### src/rtl/keypad_scan_fsm.sv
// keypad_scan_fsm
//   Scan controller for a 4x4 matrix keypad. It drives one active-low row at a
//   time and debounces a single key press on the synchronized active-low
//   column inputs. Each press registers exactly one key. The two most recent
//   keys are kept for a dual-digit display.
//
//   Optional feature: define KEYPAD_AUTOREPEAT_EN to re-issue the held key
//   every REPEAT_CYCLES cycles. Without it, hold time has no effect and no
//   repeat logic is built.
//
// Ports
//   clk        in   1  slow system clock
//   reset      in   1  synchronous, active-high
//   cols       in   4  synchronized columns, active-low (4'b1111 = nothing pressed)
//   rows       out  4  row drive, active-low, at most one row low
//   key_valid  out  1  one-cycle pulse when a key is accepted
//   key_code   out  4  hex code of the held / last accepted key
//   new_value  out  4  most recent accepted key
//   old_value  out  4  previous accepted key
module keypad_scan_fsm #(
    parameter int SETTLE_CYCLES   = 3,
    parameter int DEBOUNCE_CYCLES = 48,
    parameter int REPEAT_CYCLES   = 1200
) (
    input  logic       clk,
    input  logic       reset,
    input  logic [3:0] cols,
    output logic [3:0] rows,
    output logic       key_valid,
    output logic [3:0] key_code,
    output logic [3:0] new_value,
    output logic [3:0] old_value
);

    localparam logic [1:0] ST_SCAN     = 2'd0;
    localparam logic [1:0] ST_DEBOUNCE = 2'd1;
    localparam logic [1:0] ST_HELD     = 2'd2;
    localparam logic [1:0] ST_RELEASE  = 2'd3;

    // One counter width covers every count so the counters share a type.
    localparam int MAX_PARAM = (SETTLE_CYCLES > DEBOUNCE_CYCLES)
                             ? ((SETTLE_CYCLES > REPEAT_CYCLES) ? SETTLE_CYCLES : REPEAT_CYCLES)
                             : ((DEBOUNCE_CYCLES > REPEAT_CYCLES) ? DEBOUNCE_CYCLES : REPEAT_CYCLES);
    localparam int CNT_W = $clog2(MAX_PARAM) + 1;

    localparam logic [CNT_W-1:0] SETTLE_LAST = CNT_W'(SETTLE_CYCLES - 1);
    localparam logic [CNT_W-1:0] DEB_LAST    = CNT_W'(DEBOUNCE_CYCLES - 1);
    localparam logic [CNT_W-1:0] CNT_ONE     = CNT_W'(1);

    logic [1:0]       state_reg, state_next;
    logic [1:0]       row_reg, row_next;
    logic [1:0]       col_reg, col_next;
    logic [CNT_W-1:0] settle_reg, settle_next;
    logic [CNT_W-1:0] deb_reg, deb_next;
    logic [3:0]       cap_reg, cap_next;
    logic [3:0]       code_reg, code_next;
    logic [3:0]       new_reg, new_next;
    logic [3:0]       old_reg, old_next;
    logic             valid_reg, valid_next;
`ifdef KEYPAD_AUTOREPEAT_EN
    localparam logic [CNT_W-1:0] REP_LAST = CNT_W'(REPEAT_CYCLES - 1);
    logic [CNT_W-1:0] rep_reg, rep_next;
`endif

    logic       single_low;
    logic [1:0] col_enc;

    // Keypad legend, indexed by {row, col}.
    function automatic logic [3:0] key_lut(input logic [1:0] r, input logic [1:0] c);
        logic [3:0] code;
        case ({r, c})
            4'h0: code = 4'h1;
            4'h1: code = 4'h2;
            4'h2: code = 4'h3;
            4'h3: code = 4'hA;
            4'h4: code = 4'h4;
            4'h5: code = 4'h5;
            4'h6: code = 4'h6;
            4'h7: code = 4'hB;
            4'h8: code = 4'h7;
            4'h9: code = 4'h8;
            4'hA: code = 4'h9;
            4'hB: code = 4'hC;
            4'hC: code = 4'hE;
            4'hD: code = 4'h0;
            4'hE: code = 4'hF;
            default: code = 4'hD;
        endcase
        return code;
    endfunction

    // Only a pattern with exactly one low column is a valid single press.
    always_comb begin
        single_low = 1'b1;
        col_enc    = 2'd0;
        case (cols)
            4'b1110: col_enc = 2'd0;
            4'b1101: col_enc = 2'd1;
            4'b1011: col_enc = 2'd2;
            4'b0111: col_enc = 2'd3;
            default: single_low = 1'b0;
        endcase
    end

    always_comb begin
        state_next  = state_reg;
        row_next    = row_reg;
        col_next    = col_reg;
        settle_next = settle_reg;
        deb_next    = deb_reg;
        cap_next    = cap_reg;
        code_next   = code_reg;
        new_next    = new_reg;
        old_next    = old_reg;
        valid_next  = 1'b0;
`ifdef KEYPAD_AUTOREPEAT_EN
        rep_next    = '0;
`endif
        case (state_reg)
            ST_SCAN: begin
                if (settle_reg >= SETTLE_LAST) begin
                    settle_next = '0;
                    if (single_low) begin
                        // The row stays driven so the captured key can be debounced.
                        cap_next   = cols;
                        col_next   = col_enc;
                        code_next  = key_lut(row_reg, col_enc);
                        deb_next   = CNT_ONE;
                        state_next = ST_DEBOUNCE;
                    end else begin
                        row_next = row_reg + 2'd1;
                    end
                end else begin
                    settle_next = settle_reg + CNT_ONE;
                end
            end
            ST_DEBOUNCE: begin
                if (cols == cap_reg) begin
                    if (deb_reg >= DEB_LAST) begin
                        state_next = ST_HELD;
                        valid_next = 1'b1;
                        old_next   = new_reg;
                        new_next   = code_reg;
                    end else begin
                        deb_next = deb_reg + CNT_ONE;
                    end
                end else begin
                    // A bounce drops the candidate and moves on to the next row.
                    state_next  = ST_SCAN;
                    row_next    = row_reg + 2'd1;
                    settle_next = '0;
                end
            end
            ST_HELD: begin
                if (cols == 4'hF) begin
                    state_next = ST_RELEASE;
                    deb_next   = CNT_ONE;
                end else begin
`ifdef KEYPAD_AUTOREPEAT_EN
                    if (rep_reg >= REP_LAST) begin
                        rep_next = '0;
                        // The guard keeps key_valid from being high two cycles in a row.
                        if (!valid_reg) begin
                            valid_next = 1'b1;
                            old_next   = new_reg;
                            new_next   = code_reg;
                        end
                    end else begin
                        rep_next = rep_reg + CNT_ONE;
                    end
`endif
                end
            end
            default: begin
                if (cols == 4'hF) begin
                    if (deb_reg >= DEB_LAST) begin
                        state_next  = ST_SCAN;
                        row_next    = 2'd0;
                        settle_next = '0;
                    end else begin
                        deb_next = deb_reg + CNT_ONE;
                    end
                end else begin
                    // A bounce during release returns to HELD and never re-registers.
                    state_next = ST_HELD;
                end
            end
        endcase
    end

    always_ff @(posedge clk) begin
        if (reset) begin
            state_reg  <= ST_SCAN;
            row_reg    <= 2'd0;
            col_reg    <= 2'd0;
            settle_reg <= '0;
            deb_reg    <= '0;
            cap_reg    <= 4'hF;
            code_reg   <= 4'h0;
            new_reg    <= 4'h0;
            old_reg    <= 4'h0;
            valid_reg  <= 1'b0;
`ifdef KEYPAD_AUTOREPEAT_EN
            rep_reg    <= '0;
`endif
        end else begin
            state_reg  <= state_next;
            row_reg    <= row_next;
            col_reg    <= col_next;
            settle_reg <= settle_next;
            deb_reg    <= deb_next;
            cap_reg    <= cap_next;
            code_reg   <= code_next;
            new_reg    <= new_next;
            old_reg    <= old_next;
            valid_reg  <= valid_next;
`ifdef KEYPAD_AUTOREPEAT_EN
            rep_reg    <= rep_next;
`endif
        end
    end

    // Row drive: the selected row is low and all other rows are high.
    generate
        for (genvar gi = 0; gi < 4; gi++) begin : g_rows
            assign rows[gi] = (row_reg != 2'(gi));
        end
    endgenerate

    assign key_valid = valid_reg;
    assign key_code  = code_reg;
    assign new_value = new_reg;
    assign old_value = old_reg;

endmodule

### config.mk
export PLATFORM = sky130hd
export DESIGN_NAME = keypad_scan_fsm
export DESIGN_NICKNAME = d
export VERILOG_FILES = /design/src/rtl/keypad_scan_fsm.sv
export SDC_FILE = /design/constraint.sdc
export NUM_CORES = 1
export LEC_CHECK = 0
export ABC_AREA = 1
export BUFFER_PORTS_ARGS = -buffer_cell sky130_fd_sc_hd__buf_2
export CAP_MARGIN = 25
export CORE_UTILIZATION = 53
export DETAILED_ROUTE_END_ITERATION = 10
export PLACE_DENSITY = 0.75
export SYNTH_ARGS = -nofsm -noshare
export SYNTH_HDL_FRONTEND = slang
export SYNTH_SLANG_ARGS = --single-unit
### constraint.sdc
create_clock -name clk -period 1.64 [get_ports clk]
set_clock_uncertainty 0.2 [all_clocks]
set_input_delay 0.082 -clock clk [delete_from_list [all_inputs] [get_ports clk]]
set_output_delay 0.082 -clock clk [all_outputs]
set_load 0.01 [all_outputs]
Yosys cells after proc, flatten, opt, wreduce, memory -nomap -nowiden
Memories as Yosys holds them, arrays and structs flattened. A register that Yosys moved wholly into a read port is not among the register bits.
Index checks and enable logic that the tools add are counted.
- $add $sub $neg: 3
- magnitude comparators: 2
- eq/ne operators: 19
- muxes and demuxes: 28
- bitwise operators: 3
- reductions and logical operators: 12
- operators by type and width (cell ; number):
    $mux 12 ; 10
    $pmux 12 s3 ; 2
    $add 12x1->12 const B ; 2
    $mux 2 ; 11
    $pmux 2 s3 ; 3
    $eq 4x4->1 const B ; 4
    $ne 2x2->1 const B ; 8
    $ge 12x2->1 const B ; 1
    $ge 12x6->1 const B ; 1
    $reduce_and 5->1 ; 2
    $reduce_and 3->1 ; 2
    $reduce_and 6->1 ; 1
    $reduce_bool 3->1 ; 2
    $ne 5x2->1 const B ; 1
    $eq 4x3->1 const B ; 1
    $eq 4x4->1 ; 1
    $reduce_and 4->1 ; 1
    $reduce_or 4->1 ; 1
    $ne 3x3->1 const B ; 1
    $not 1->1 ; 3
    $reduce_or 3->1 ; 1
    $add 2x1->2 const B ; 1
    $eq 2x1->1 const B ; 1
    $eq 2x2->1 const B ; 1
    4 further kinds ; 5
- register bits: 41
- ROM bits: 64
- input bits: 6
- output and inout bits: 17
- word-level logic and storage cells: 76
- memories kept: 1
- memories (memory ; words ; width ; read ports ; clocked after memory_dff ; wr ports ; line ; text):
    (name not given) ; 16 ; 4 ; 1 ; 1 ; 0 ; 71 ; case ({r, c})

Logic depth before layout (Yosys ltp)
- depth after elaboration: 6
- gate-level depth with buffers: 11
- mapped depth without buffers: 11

Least setup slack after synthesis
No wires, ideal clock.
- path kind: register -> register
- start: register state_reg[0]
- end: register settle_reg[0]
- library setup time: 0.066 ns
- data arrival time: 1.505 ns
- data required time: 1.374 ns
- path slack: -0.131 ns
- cell stages (with the launch flop): 9
- buffers on the path: 1
- period minus slack after synthesis: 1.771 ns
- cells stage by stage: dfxtp_1 > inv_1 > ha_1 > nor2_1 > nand3_1 > nand4_1 > buf_6 > nand2_1 > a21oi_2
- longest elaborated chain between the ends: 3
- elaborated cells between the ends (all ways): 9
- those cells by class: 3 x eq/ne; 1 x mux; 1 x bitwise; 4 x reduce/logical
- RTL lines (element ; line ; text):
    start: declaration ; 50 ; logic [1:0] state_reg, state_next;
    start signal: assignment ; 207 ; state_reg <= state_next;
    $eq 2x1->1, or another cell as far along ; 119 ; case (state_reg)
    $ne 2x2->1 (no source line), or another cell as far along ; n/a ;
    $reduce_and 4->1 (no source line) ; n/a ;
    end signal: assignment ; 210 ; settle_reg <= settle_next;
    end: declaration ; 53 ; logic [CNT_W-1:0] settle_reg, settle_next;
Parallel ways exist; a longest one is shown, timed or not.
A chain may end at the register's enable or synchronous reset.

Final worst setup path
- start: register settle_reg[0]
- end: register row_reg[0]
- longest elaborated chain between the ends: 3
- RTL lines (element ; line ; text):
    $ge 12x2->1 ; 121 ; if (settle_reg >= SETTLE_LAST) begin
    $ne 2x2->1 (no source line) ; n/a ;
    $reduce_and 6->1 (no source line) ; n/a ;
    end signal: assignment ; 208 ; row_reg <= row_next;
    end: declaration ; 51 ; logic [1:0] row_reg, row_next;
Every way passes these cells.

==> results.toml <==
[status]
outcome = "finished, violations left"
violations = "setup timing"

[logic_synthesis]
synth_seq_cells = 45
yosys-top-cells-count = "nor2_1 (69), nand2_1 (67), dfxtp_1 (45), inv_1 (30), o21ai_0 (19)"
syn_inst = 337
synth_enable_flop_cells = 0
syn_nets = 359
yosysMostFrequentCell = "nor2_1"
yosysWarningCount = 0
async_flop_share_pct = 0
synthTopCellsByArea = "dfxtp_1 (37%), nor2_1 (11%), nand2_1 (10%)"
synth_top_area_share_pct = 36.8
synth_cell_types = 29
yosysTopAreaCell = "dfxtp_1"
post_synth.cell_area_avg_um2 = 7.26
syn_area_mm2 = 0.00245
synth_ff_type = "dfxtp_1"
seq_area_frac_synth_pct = 36.8

[placement]
dp_hpwl_mm = 3.71
io_buffers = 22
pre_cts_slack_ns = -0.164
place_congestion = 0.886
dp_cells = 439

[final_layout]
diodes = 0
areaGrowthSynthToFinish_pct = 44.1
final_layout_size_suffix_gt1_share_pct = 45.2
final_cells = 466
nNetsFinal = 435

[setup_path]
reg2reg_to = "row_reg[0]$_SDFFE_PP0P_"
slowest_stage = "dfxtp_2"
r2r_start = "settle_reg[0]$_SDFFE_PP0P_"
path_cells = "inv_2 > ha_4 > nor2_4 > and2_4 > nand3_4 > buf_4 > nand2_1 > inv_1 > nand3_1 > nand2_1 > nor2_1"
r2r_slack_ns = -0.16
arrival_ns = 1.85
path_common_cell = "nand2_1"
cp-end-kind = "flip-flop"
startpoint_type = "flip-flop"
cp.required_ns = 1.69
worst-path-max-fanout = 2
worstSetupPathType = "flip-flop to flip-flop"
reg2regPathDepth = 11
slowest_delay_ns = 0.36

[floorplan]
die_area_mm2 = 0.00489
die_h_um = 69.9
core_area_mm2 = 0.00438
pin_count = 23
rows = 24
initial_core_util_pct = 55.8
die_w_um = 69.9

[drt]
met1Wirelength_mm = 3.03
avgRoutedWirePerCell_um = 15.5
drtPass1Iterations = 6
viasPerCell = 5.41
vias = 2519
drtIter0Drc = 170
dr_wl_met3_um = 413
highest-signal-layer = "met4"
drc_errors = 0
wirelength_mm = 7.24
route.met2.wl_mm = 3.55
postRouteAntennaNets = 0

[sta]
grt_setup_unrepaired = "true"
slew_viol_final = 0
period_share_pct = 110
tightestPinTransition_ns = 0.849
finalSetupViolations = 43
hold_slack_ns = 0.0613
timing.fmax_mhz = 555
finalSetupTns_ns = -4.33
finalCriticalPeriod_ns = 1.80
worst_slack_ns = -0.162
slew_headroom_pct = 43.4
hold_viol = 0

[cts]
cts_tree = "built"
clk_latency_ns = 0.32
clkSinkCount = 45
numCtsBuffers = 5
cts_root_buffer = "clkbuf_8"
htree_levels = 2
cts.path.max_buffers = 2
cts.clk_slew.worst_paths_ns = 0.10

[pwr]
p_total_w = 0.00522
power_density_mw_per_mm2 = 1480
leakage_nw = 1.69
ir_drop_mv = 1.01

[global_routing]
grt_pass1_vias = 2221
grt_pass1_wl_mm = 9.99
antenna_found_initial = 0
grt_max_degree = 26
track_usage_pct = 25.7
grt_remaining_overflow = 0

[worst_hold_path]
hp-class = "input port to flip-flop"
hold-path-endpoint = "settle_reg[9]$_SDFFE_PP0P_"
hp-start = "reset"
whs_path_depth = 3

[job]
cap_violations = 0
-- worst max-delay path, delay by kind of cell, from the launching register on --
kind	cells	cell delay (ns)
buffers and inverters	3	0.29
adder cells (fa/ha/maj)	1	0.16
AND/OR/NAND/NOR	7	0.72
flip-flops	1	0.36
-- layout make-up --
class	count	area, um^2
Multi-Input combinational cell	249	1720
Sequential cell	45	917
Fill cell	262	860
Timing Repair Buffer	73	537
Inverter	38	165
Clock buffer	5	68.8
Tap cell	52	65.1
Clock inverter	3	47.5
Timing Repair inverter	1	8.76
-- worst max-delay path by stage --
stage	startpoint	endpoint	slack, ns	depth (start not counted)
3_3_place_gp	deb_reg[0]$_SDFFE_PP0P_	new_value[3]$_SDFFE_PP0P_	-0.15	10
2_1_floorplan	settle_reg[0]$_SDFFE_PP0P_	state_reg[0]$_SDFFE_PP0P_	0.003	9
5_1_grt	deb_reg[5]$_SDFFE_PP0P_	row_reg[1]$_SDFFE_PP0P_	-0.26	8
4_1_cts	deb_reg[1]$_SDFFE_PP0P_	new_value[1]$_SDFFE_PP0P_	-0.09	10
6_report	settle_reg[0]$_SDFFE_PP0P_	row_reg[0]$_SDFFE_PP0P_	-0.16	11
3_5_place_dp	deb_reg[0]$_SDFFE_PP0P_	new_value[0]$_SDFFE_PP0P_	-0.16	10
-- metrics by stage --
stage	util [%]	cell area (um^2)
detailed placement	65.0	2850
global route	80.4	3520
CTS	74.1	3250
global placement	65.0	2850
finish	80.4	3520
floorplan	-	2460
-- kinds of logic (layout without fill, tap and decap cells) --
logic type / Yosys count / count (layout) / share of synthesized area [%]
AOI/OAI and AO/OA: 44 / 44 / 9.67
xor gates and xnor gates: 1 / 1 / 0.358
adders and majority gates: 16 / 16 / 8.18
buffers and inverters: 44 / 120 / 7.72
and+or+nand+nor: 187 / 188 / 37.2
DFF: 45 / 45 / 36.8
-- timing repair --
action / in CTS / in global routing
pin swaps: 29 / 34
endpoints found under the setup margin: 44 / 46
gates resized for setup: 54 / 76
hold endpoints to repair: 4 / 0
setup buffers: 9 / 4
hold buffers: 4 / 0
gates cloned: 1 / 1
-- routing by layer --
layer  vias to the layer above  track usage (%)
met4                         0             11.3
met3                        26             5.48
met2                        79             44.0
met5                         -                0
li1                       1212                -
met1                      1202             30.8
-- where the power goes --
group / switching, W / internal [W] / total [W]
sequential: 0.000109 / 0.00122 / 0.00133
clock: 0.000448 / 0.000466 / 0.000914
combinational: 0.00172 / 0.00125 / 0.00298
total: 0.00228 / 0.00294 / 0.00522
-- placed cells by master, fill, tap and decap left out, types with 3 or more instances in the layout --
cell type	n
dfxtp_2	7
o21ai_0	5
ha_1	11
dfxtp_1	36
nor2_4	13
nor3b_2	8
nand3_4	7
clkbuf_8	5
nand2_1	55
nand3_2	4
o21ai_1	6
o21ai_2	10
nand2_4	8
nand3_1	7
inv_2	7
a21oi_2	7
inv_1	25
inv_6	3
buf_2	22
buf_4	38
o21bai_1	5
nor2_1	58
ha_4	5
nand2_2	17
nor2_2	6
inv_4	4
a21oi_1	11
buf_6	9
dlygate4sd3_1	4
Power figures use the tool's default switching activity.
